## src/rtl/riscm_pkg.sv

```systemverilog
// rtl/riscm_pkg.sv - shared constants and encodings for the RISC machine front end
//
// Purpose: default widths, opcode/cond encodings, one-hot register-field
// selects and memory command codes shared by the fetch/decode unit and
// its consumers.
package riscm_pkg;

  localparam int          ADDR_W_DEF   = 9;
  localparam logic [8:0]  RESET_PC_DEF = 9'd0;

  typedef enum logic [2:0] {
    OPC_B    = 3'b001,
    OPC_LDR  = 3'b011,
    OPC_STR  = 3'b100,
    OPC_ALU  = 3'b101,
    OPC_MOV  = 3'b110,
    OPC_HALT = 3'b111
  } opcode_e;

  typedef enum logic [2:0] {
    COND_B   = 3'b000,
    COND_BEQ = 3'b001,
    COND_BNE = 3'b010,
    COND_BLT = 3'b011,
    COND_BLE = 3'b100
  } cond_e;

  localparam logic [2:0] NSEL_RN = 3'b001;
  localparam logic [2:0] NSEL_RD = 3'b010;
  localparam logic [2:0] NSEL_RM = 3'b100;

  typedef enum logic [1:0] {
    MEM_NONE  = 2'b00,
    MEM_READ  = 2'b01,
    MEM_WRITE = 2'b10
  } mem_cmd_e;

endpackage

```

## src/rtl/instr_decoder.sv

```systemverilog
// rtl/instr_decoder.sv - combinational instruction register field decoder
//
// Purpose: split the 16-bit IR into controller and datapath fields.
// Ports:
//   ir       in  16  instruction register contents
//   nsel     in  3   one-hot register-field select (Rn/Rd/Rm)
//   opcode   out 3   ir[15:13]
//   op       out 2   ir[12:11]
//   cond     out 3   ir[10:8]
//   readnum  out 3   selected register number
//   writenum out 3   selected register number (same as readnum)
//   shift    out 2   ir[4:3], zero for LDR/STR
//   ALUop    out 2   ir[12:11]
//   sximm5   out 16  sign-extended ir[4:0]
//   sximm8   out 16  sign-extended ir[7:0]
module instr_decoder
  import riscm_pkg::*;
(
  input  logic [15:0] ir,
  input  logic [2:0]  nsel,
  output logic [2:0]  opcode,
  output logic [1:0]  op,
  output logic [2:0]  cond,
  output logic [2:0]  readnum,
  output logic [2:0]  writenum,
  output logic [1:0]  shift,
  output logic [1:0]  ALUop,
  output logic [15:0] sximm5,
  output logic [15:0] sximm8
);

  logic [2:0] w_regnum;
  logic       w_is_mem;

  assign opcode = ir[15:13];
  assign op     = ir[12:11];
  assign ALUop  = ir[12:11];
  assign cond   = ir[10:8];
  assign sximm5 = {{11{ir[4]}}, ir[4:0]};
  assign sximm8 = {{8{ir[7]}}, ir[7:0]};

  // LDR/STR reuse ir[4:3] as part of the offset, so the shifter must idle.
  assign w_is_mem = (ir[15:13] == OPC_LDR) || (ir[15:13] == OPC_STR);
  assign shift    = w_is_mem ? 2'b00 : ir[4:3];

  // Non-one-hot selects (including 000) yield register 0.
  always_comb begin
    w_regnum = 3'b000;
    case (nsel)
      NSEL_RN: w_regnum = ir[10:8];
      NSEL_RD: w_regnum = ir[7:5];
      NSEL_RM: w_regnum = ir[2:0];
      default: w_regnum = 3'b000;
    endcase
  end

  assign readnum  = w_regnum;
  assign writenum = w_regnum;

endmodule

```

## src/rtl/fetch_decode_unit.sv

```systemverilog
// rtl/fetch_decode_unit.sv - PC, data-address and IR registers with address mux and decode
//
// Purpose: instruction fetch/decode front end sequenced by the controller FSM.
// Ports:
//   clk, reset (async active-low)
//   mdata        in  16      memory read data for the IR
//   datapath_out in  16      branch target / data address source
//   reset_pc, load_pc, PC_sel, load_addr, addr_sel, load_ir  in 1
//   nsel         in  3       one-hot register-field select
//   mem_addr     out ADDR_W  addr_sel ? pc : data address
//   pc           out ADDR_W  program counter
//   ir           out 16      instruction register
//   opcode/op/cond/readnum/writenum/shift/ALUop/sximm5/sximm8  decoded fields
module fetch_decode_unit
  import riscm_pkg::*;
#(
  parameter int                ADDR_W   = ADDR_W_DEF,
  parameter logic [ADDR_W-1:0] RESET_PC = ADDR_W'(RESET_PC_DEF)
) (
  input  logic              clk,
  input  logic              reset,
  input  logic [15:0]       mdata,
  input  logic [15:0]       datapath_out,
  input  logic              reset_pc,
  input  logic              load_pc,
  input  logic              PC_sel,
  input  logic              load_addr,
  input  logic              addr_sel,
  input  logic              load_ir,
  input  logic [2:0]        nsel,
  output logic [ADDR_W-1:0] mem_addr,
  output logic [ADDR_W-1:0] pc,
  output logic [15:0]       ir,
  output logic [2:0]        opcode,
  output logic [1:0]        op,
  output logic [2:0]        cond,
  output logic [2:0]        readnum,
  output logic [2:0]        writenum,
  output logic [1:0]        shift,
  output logic [1:0]        ALUop,
  output logic [15:0]       sximm5,
  output logic [15:0]       sximm8
);

  logic [ADDR_W-1:0] r_pc;
  logic [ADDR_W-1:0] r_data_addr;
  logic [15:0]       r_ir;
  logic [ADDR_W-1:0] w_dp_addr;
  logic              w_unused_dp_hi;

  assign w_dp_addr      = datapath_out[ADDR_W-1:0];
  assign w_unused_dp_hi = ^datapath_out[15:ADDR_W];

  always_ff @(posedge clk or negedge reset) begin
    if (!reset) begin
      r_pc        <= RESET_PC;
      r_data_addr <= '0;
      r_ir        <= '0;
    end else begin
      // reset_pc beats a branch, a branch beats the increment.
      if (reset_pc)
        r_pc <= RESET_PC;
      else if (PC_sel)
        r_pc <= w_dp_addr;
      else if (load_pc)
        r_pc <= r_pc + ADDR_W'(1);

      if (load_addr)
        r_data_addr <= w_dp_addr;

      if (load_ir)
        r_ir <= mdata;
    end
  end

  assign pc       = r_pc;
  assign ir       = r_ir;
  assign mem_addr = addr_sel ? r_pc : r_data_addr;

  instr_decoder u_instr_decoder (
    .ir       (r_ir),
    .nsel     (nsel),
    .opcode   (opcode),
    .op       (op),
    .cond     (cond),
    .readnum  (readnum),
    .writenum (writenum),
    .shift    (shift),
    .ALUop    (ALUop),
    .sximm5   (sximm5),
    .sximm8   (sximm8)
  );

endmodule

```

## config.mk

```make
export PLATFORM = sky130hd
export DESIGN_NAME = fetch_decode_unit
export DESIGN_NICKNAME = d
export VERILOG_FILES = /design/src/rtl/riscm_pkg.sv /design/src/rtl/instr_decoder.sv /design/src/rtl/fetch_decode_unit.sv
export SDC_FILE = /design/constraint.sdc
export NUM_CORES = 1
export LEC_CHECK = 0
export CAP_MARGIN = 20
export CORE_MARGIN = 4
export CORE_UTILIZATION = 37
export CTS_CLUSTER_SIZE = 40
export DETAILED_ROUTE_END_ITERATION = 16
export PLACE_DENSITY = 0.85
export REMOVE_ABC_BUFFERS = 1
export SLEW_MARGIN = 20
export SYNTH_ARGS = -nofsm -noshare
export SYNTH_HDL_FRONTEND = slang
export SYNTH_SLANG_ARGS = --single-unit
```

## constraint.sdc

```tcl
create_clock -name clk -period 1.9 [get_ports clk]
set_clock_uncertainty 0.05 [all_clocks]
set_input_delay 0.38 -clock clk [delete_from_list [all_inputs] [get_ports clk]]
set_output_delay 0.38 -clock clk [all_outputs]
set_load 0.005 [all_outputs]
```

==> flow_metrics.py <==
metrics = {
    "job": {
        "maxCapViolCount": 0,
    },
    "cts": {
        "htreeDepth": 2,
        "cts.path.max_buffers": 2,
        "cts-root-buf": "clkbuf_8",
        "cts-buffers-inserted": 5,
        "clock_transition_at_path_regs_ns": 0.07,
        "clkLatencyLatePin_ns": 0.29,
        "tritoncts_clock_tree": "built",
        "clock-sinks": 34,
    },
    "synth": {
        "synth_compound_area_share_pct": 7.22,
        "yosysSeqAreaShare_pct": 42.3,
        "post_synth_mux_area_share_pct": 19.6,
        "yosys.area_share.adder_pct": 0.622,
        "synth-async-reset-ratio_pct": 100,
        "post_synth_edffs": 0,
        "synth-simple-area-share_pct": 9.21,
        "synth-main-ff-cell": "dfrtp_1",
        "synth_area_per_cell_um2": 10.9,
        "synthesis.instances": 185,
        "synth_top_family_by_area": "multiplexers",
        "synth.cell_area_mm2": 0.00201,
        "ys.warnings.count": 0,
        "synth.ff_latch_count": 34,
        "synth.lib_cells_used.distinct": 27,
        "synthXorXnorAreaFrac_pct": 1.74,
    },
    "routing": {
        "vias_per_cell": 4.91,
        "routed-via-count": 1717,
        "drtAntennaViolNets": 0,
        "initialDrtViolationCount": 33,
        "drt-wirelength-per-cell_um": 16.8,
        "drt_first_pass_iters": 4,
        "drt-total-wl_um": 5870,
        "post-route-drc-count": 0,
    },
    "critical_path": {
        "worstSetupEndpointType": "output port",
        "worst-setup-path-type": "flop to output port",
        "worst-endpoint-required_ns": 1.47,
        "worst_r2r_startpoint": "pc[0]",
        "rrSetupSlack_ns": 0.31,
        "startpoint_type": "flop",
        "timing.reg2reg.worst_path_depth": 4,
        "worstReg2RegEnd": "pc[6]",
        "critPathArrivalTime_ns": 1.40,
        "critical_path.max_fanout": 3,
    },
    "timing": {
        "timing.hold.ws_ns": 0.457,
        "timing.final.crit_period_ns": 1.83,
        "hold_viol": 0,
        "worst_slew_margin_pct": 71.3,
        "timing.final.crit_share_pct": 96.1,
        "maxClockFrequency_ghz": 0.548,
        "least_margin_pin_slew_ns": 0.430,
        "slew_violations": 0,
        "setup_violations": 0,
        "setup_tns_ns": 0,
    },
    "floorplan": {
        "rows": 26,
        "core_mm2": 0.00517,
        "starting_density_pct": 38.9,
        "die-area_mm2": 0.00668,
        "die_height_um": 81.7,
        "ioPinCount": 127,
        "floorplan.die.width_um": 81.7,
    },
    "global_routing": {
        "number_of_antenna_violations_at_the_first_check_in_global_routing": 0,
        "grt_pass1_wl_um": 8980,
        "gr-total-overflow": 0,
        "maximum_number_of_pins_on_one_net_before_global_route_repair": 35,
        "grtUsageTotal_pct": 17.7,
        "first_global_vias": 1769,
    },
    "power_and_ir_drop": {
        "worst_ir_drop_vdd_v": 0.000417,
        "power_per_standard_cell_area_mw_per_mm2": 651,
        "p_leak_nw": 1.35,
    },
    "final_layout": {
        "final_layout_size_suffix_gt1_share_pct": 27.1,
        "layout.nets": 323,
        "area.growth.synth_to_final_pct": 59.6,
        "multi_input_comb_area_um2": 812,
        "insertedDiodeCount": 0,
        "finalCoreUtilization_pct": 62.0,
        "area.sequential_um2": 852,
        "num-fill-cells": 422,
    },
    "status": {
        "run_status": "finished clean",
    },
    "place": {
        "detailedPlacementHpwl_um": 4330,
        "gp_congestion": 0.811,
        "port_buffers": 119,
    },
    "min_path": {
        "hold_path_class": "input port to async pin",
    },
}
critical path: stages, from the launching register on:
cell and delay (ns):
dfrtp_1 0.41, and3b_1 0.25, a21oi_2 0.04, and2_1 0.15, dlygate4sd2_1 0.26
logic make-up (layout without fill, tap and decap cells):
| family | count (synthesis) | after routing |
|---|---|---|
| muxes | 35 | 35 |
| xor gates and xnor gates | 4 | 4 |
| DFF | 34 | 34 |
| AOI/OAI and AO/OA | 22 | 22 |
| adders and majority gates | 1 | 1 |
| buffers and inverters | 54 | 149 |
| and+or+nand+nor | 35 | 35 |
metal layers:
layer / wire (um) / vias up / global-route usage, %
li1: - / 788 / -
met1: 2210 / 820 / 19.7
met2: 2840 / 94 / 30.7
met3: 658 / 15 / 6.36
met4: 158 / 0 / 6.98
met5: 0 / - / 0
power by group:
group	internal, mW	total [mW]	switching, mW	leakage (nW)
Clock	0.292	0.548	0.256	0.0482
Sequential	0.790	0.859	0.0691	0.409
Combinational	0.462	0.681	0.219	0.896
Total	1.54	2.09	0.544	1.35
cell usage after synthesis, types with 4 or more instances:
library cell  count  area [um^2]
a22oi_1           4         30.0
nor2_1            7         26.3
xor2_1            4         35.0
clkbuf_1          4         15.0
mux2_2           35          394
dfrtp_1          34          851
o21ai_0           5         25.0
o211ai_1          4         30.0
a21oi_1           4         20.0
nand2_1          10         37.5
buf_4            45          338
placed cells by master, fill, tap and decap left out, types with 3 or more instances in the layout:
cell type        count
xor2_1               4
nand2_1             10
a21oi_1              3
a211oi_1             3
nor2_1               6
a22oi_1              4
mux2_2              35
dlygate4sd2_1       15
clkdlybuf4s50_1     98
dfrtp_1             33
nand4_1              3
o211ai_1             4
clkbuf_8             6
buf_4               18
flip-flops by register name, summed over array words and instances, names as in the netlist:
register     cells
r_data_addr      9
pc               9
ir              16
final cells by class:
cell class | instances | share of cell area [%]
repair buffers | 140 | 42.4
flip-flops and latches | 34 | 26.6
multi-input cells | 97 | 25.3
well taps | 70 | 2.73
clock buffers | 7 | 2.69
clock inverters | 1 | 0.156
inverters | 1 | 0.117
what timing repair did:
action | in CTS | in global routing
resized for setup | 43 | 5
hold buffers | 0 | 0
pin swaps | 2 | 1
endpoints found under the setup margin | 31 | 9
setup buffers | 5 | 0
gates cloned | 1 | 0
worst max-delay path by stage:
stage                       start          end  slack, ns  cells past startpoint
after floorplan            PC_sel        pc[7]       0.43                      3
after global placement    nsel[2]  writenum[0]      -0.61                      5
after detailed placement  nsel[2]  writenum[1]      -0.65                      5
after CTS                 nsel[2]   readnum[0]       0.02                      5
after global routing       ir[13]     shift[1]      -0.02                      5
final                      ir[15]     shift[1]       0.07                      4
per-stage QoR:
stage | std cells | power (mW) | area, um^2 | worst slack, ns
detailed placement | 336 | 1.55 | 3040 | -0.646
floorplan | 132 | 1.02 | 1630 | 0.433
global route | 350 | 2.20 | 3210 | -0.0154
finish | 350 | 2.09 | 3210 | 0.0737
global placement | 336 | 1.54 | 3040 | -0.610
CTS | 350 | 2.11 | 3220 | 0.0219
No activity file was read; power rests on OpenSTA's default activity.
==> RTL change (same flow settings) <==
Change the package constant `ADDR_W_DEF` from 9 to 7.
--- a/src/rtl/riscm_pkg.sv
+++ b/src/rtl/riscm_pkg.sv
@@ -6,5 +6,5 @@
 package riscm_pkg;
 
-  localparam int          ADDR_W_DEF   = 9;
+  localparam int          ADDR_W_DEF   = 7;
   localparam logic [8:0]  RESET_PC_DEF = 9'd0;
 
Ports: changed (resized mem_addr and pc); port bits go from 127 to 123. The function was not compared with the original's and may differ.
==> RTL change against the unedited design <==
Routed wire length decreased by 23%. Global-route usage decreased by 1.5 points. Power decreased by 9.8%. Worst setup slack improved by 0.018 ns. Synthesized area decreased by 13%. Design area decreased by 13%. Sequential cell count decreased by 4. Largest power group unchanged.
==> RTL change: results (changes against the unedited design) <==
Met2 Wirelength 2.50 mm (-12%); Reg2Reg Setup Slack 0.42 ns (+0.11 ns); Slew HR 74.7% (+3.4 points); metal3 WL 240 um (-64%); GPL Wtd Cong 0.801 (-1.2%); Starting DRT DRC Count 89 (+170%); Combinational Power Share 31.6% (-1.0 points); Detailed Routing Iterations Pass 1 4 (unchanged); cell area after placement 2640 um^2 (-13%); global-route track usage on met2 29.7% (-1.0 points); Post-DP HPWL 3.53 mm (-19%); met3 Use GR 5.62% (-0.74 points); Synth area leaders dfrtp_1, mux2_2, buf_4; sequential area share after synthesis 43.0% (+0.70 points); CP Launch Point ir[13]; port bufs 113 (-5.0%); first-pass GRT wire length 7.58 mm (-16%); Yosys cell types 24 (-11%); Clock Power Share 27.7% (+1.5 points); placed instance count 280 (-17%); Peak supply drop 0.000362 V (-13%); grt met1 use 16.3% (-3.4 points); Overall Power 1.88 mW (-9.8%); Switching Fraction 25.3% (-0.71 points); GRT Total Usage 16.2% (-1.5 points); per-cell routed wire length 15.2 um (-9.2%); NumNets Final 287 (-11%); Pleak 1.20 nW (-11%); pre-CTS WS -0.573 ns (+0.0731 ns); Post-Route M1 WL 1.67 mm (-25%); Yosys warnings 0 (unchanged); CP endpoint opcode[0]; Post-synth top cells buf_4, mux2_2, dfrtp_1, nand2_1; Top pwr grp registers; Avg Cell Area, Syn 11.0 um^2 (+1.0%); vias in the first global route 1463 (-17%); vias 1382 (-20%); ratio of final minimum period to clock period 95.2% (-0.93 points); status completed; layout cells sized above 1 26.6% (-0.50 points); WHS 0.443 ns (-0.0132 ns); pin count of the biggest net entering global routing 31 (-11%); post-route insts no fill 296 (-15%)
-- RTL change: cell type report --
class	instances	area, um^2
Timing Repair Buffer	127	1220
Clock inverter	1	5.00
Clock buffer	7	86.3
Fill cell	375	1670
Sequential cell	30	753
Tap cell	52	65.1
Inverter	1	3.75
Multi-Input combinational cell	78	669
-- RTL change: critical path: stages (launching register included) --
cell and delay, ns:
dfrtp_1 0.39, buf_4 0.14, buf_4 0.12, clkdlybuf4s50_1 0.45
-- RTL change: cell families after synthesis --
family | Yosys count | synth area share (%)
xor+xnor | 4 | 2.01
compound gates | 17 | 6.16
buf+inv | 51 | 20.7
simple gates | 25 | 7.38
fa+ha+maj | 1 | 0.717
mux | 31 | 20.0
flops | 30 | 43.0
-- RTL change: repair_timing --
action / in CTS / in global routing
endpoints found under the hold margin: 0 / 0
endpoints found under the setup margin: 29 / 17
gates resized for setup: 39 / 6
gates cloned: 0 / 0
buffers inserted: 8 / 0
pin swaps: 0 / 1
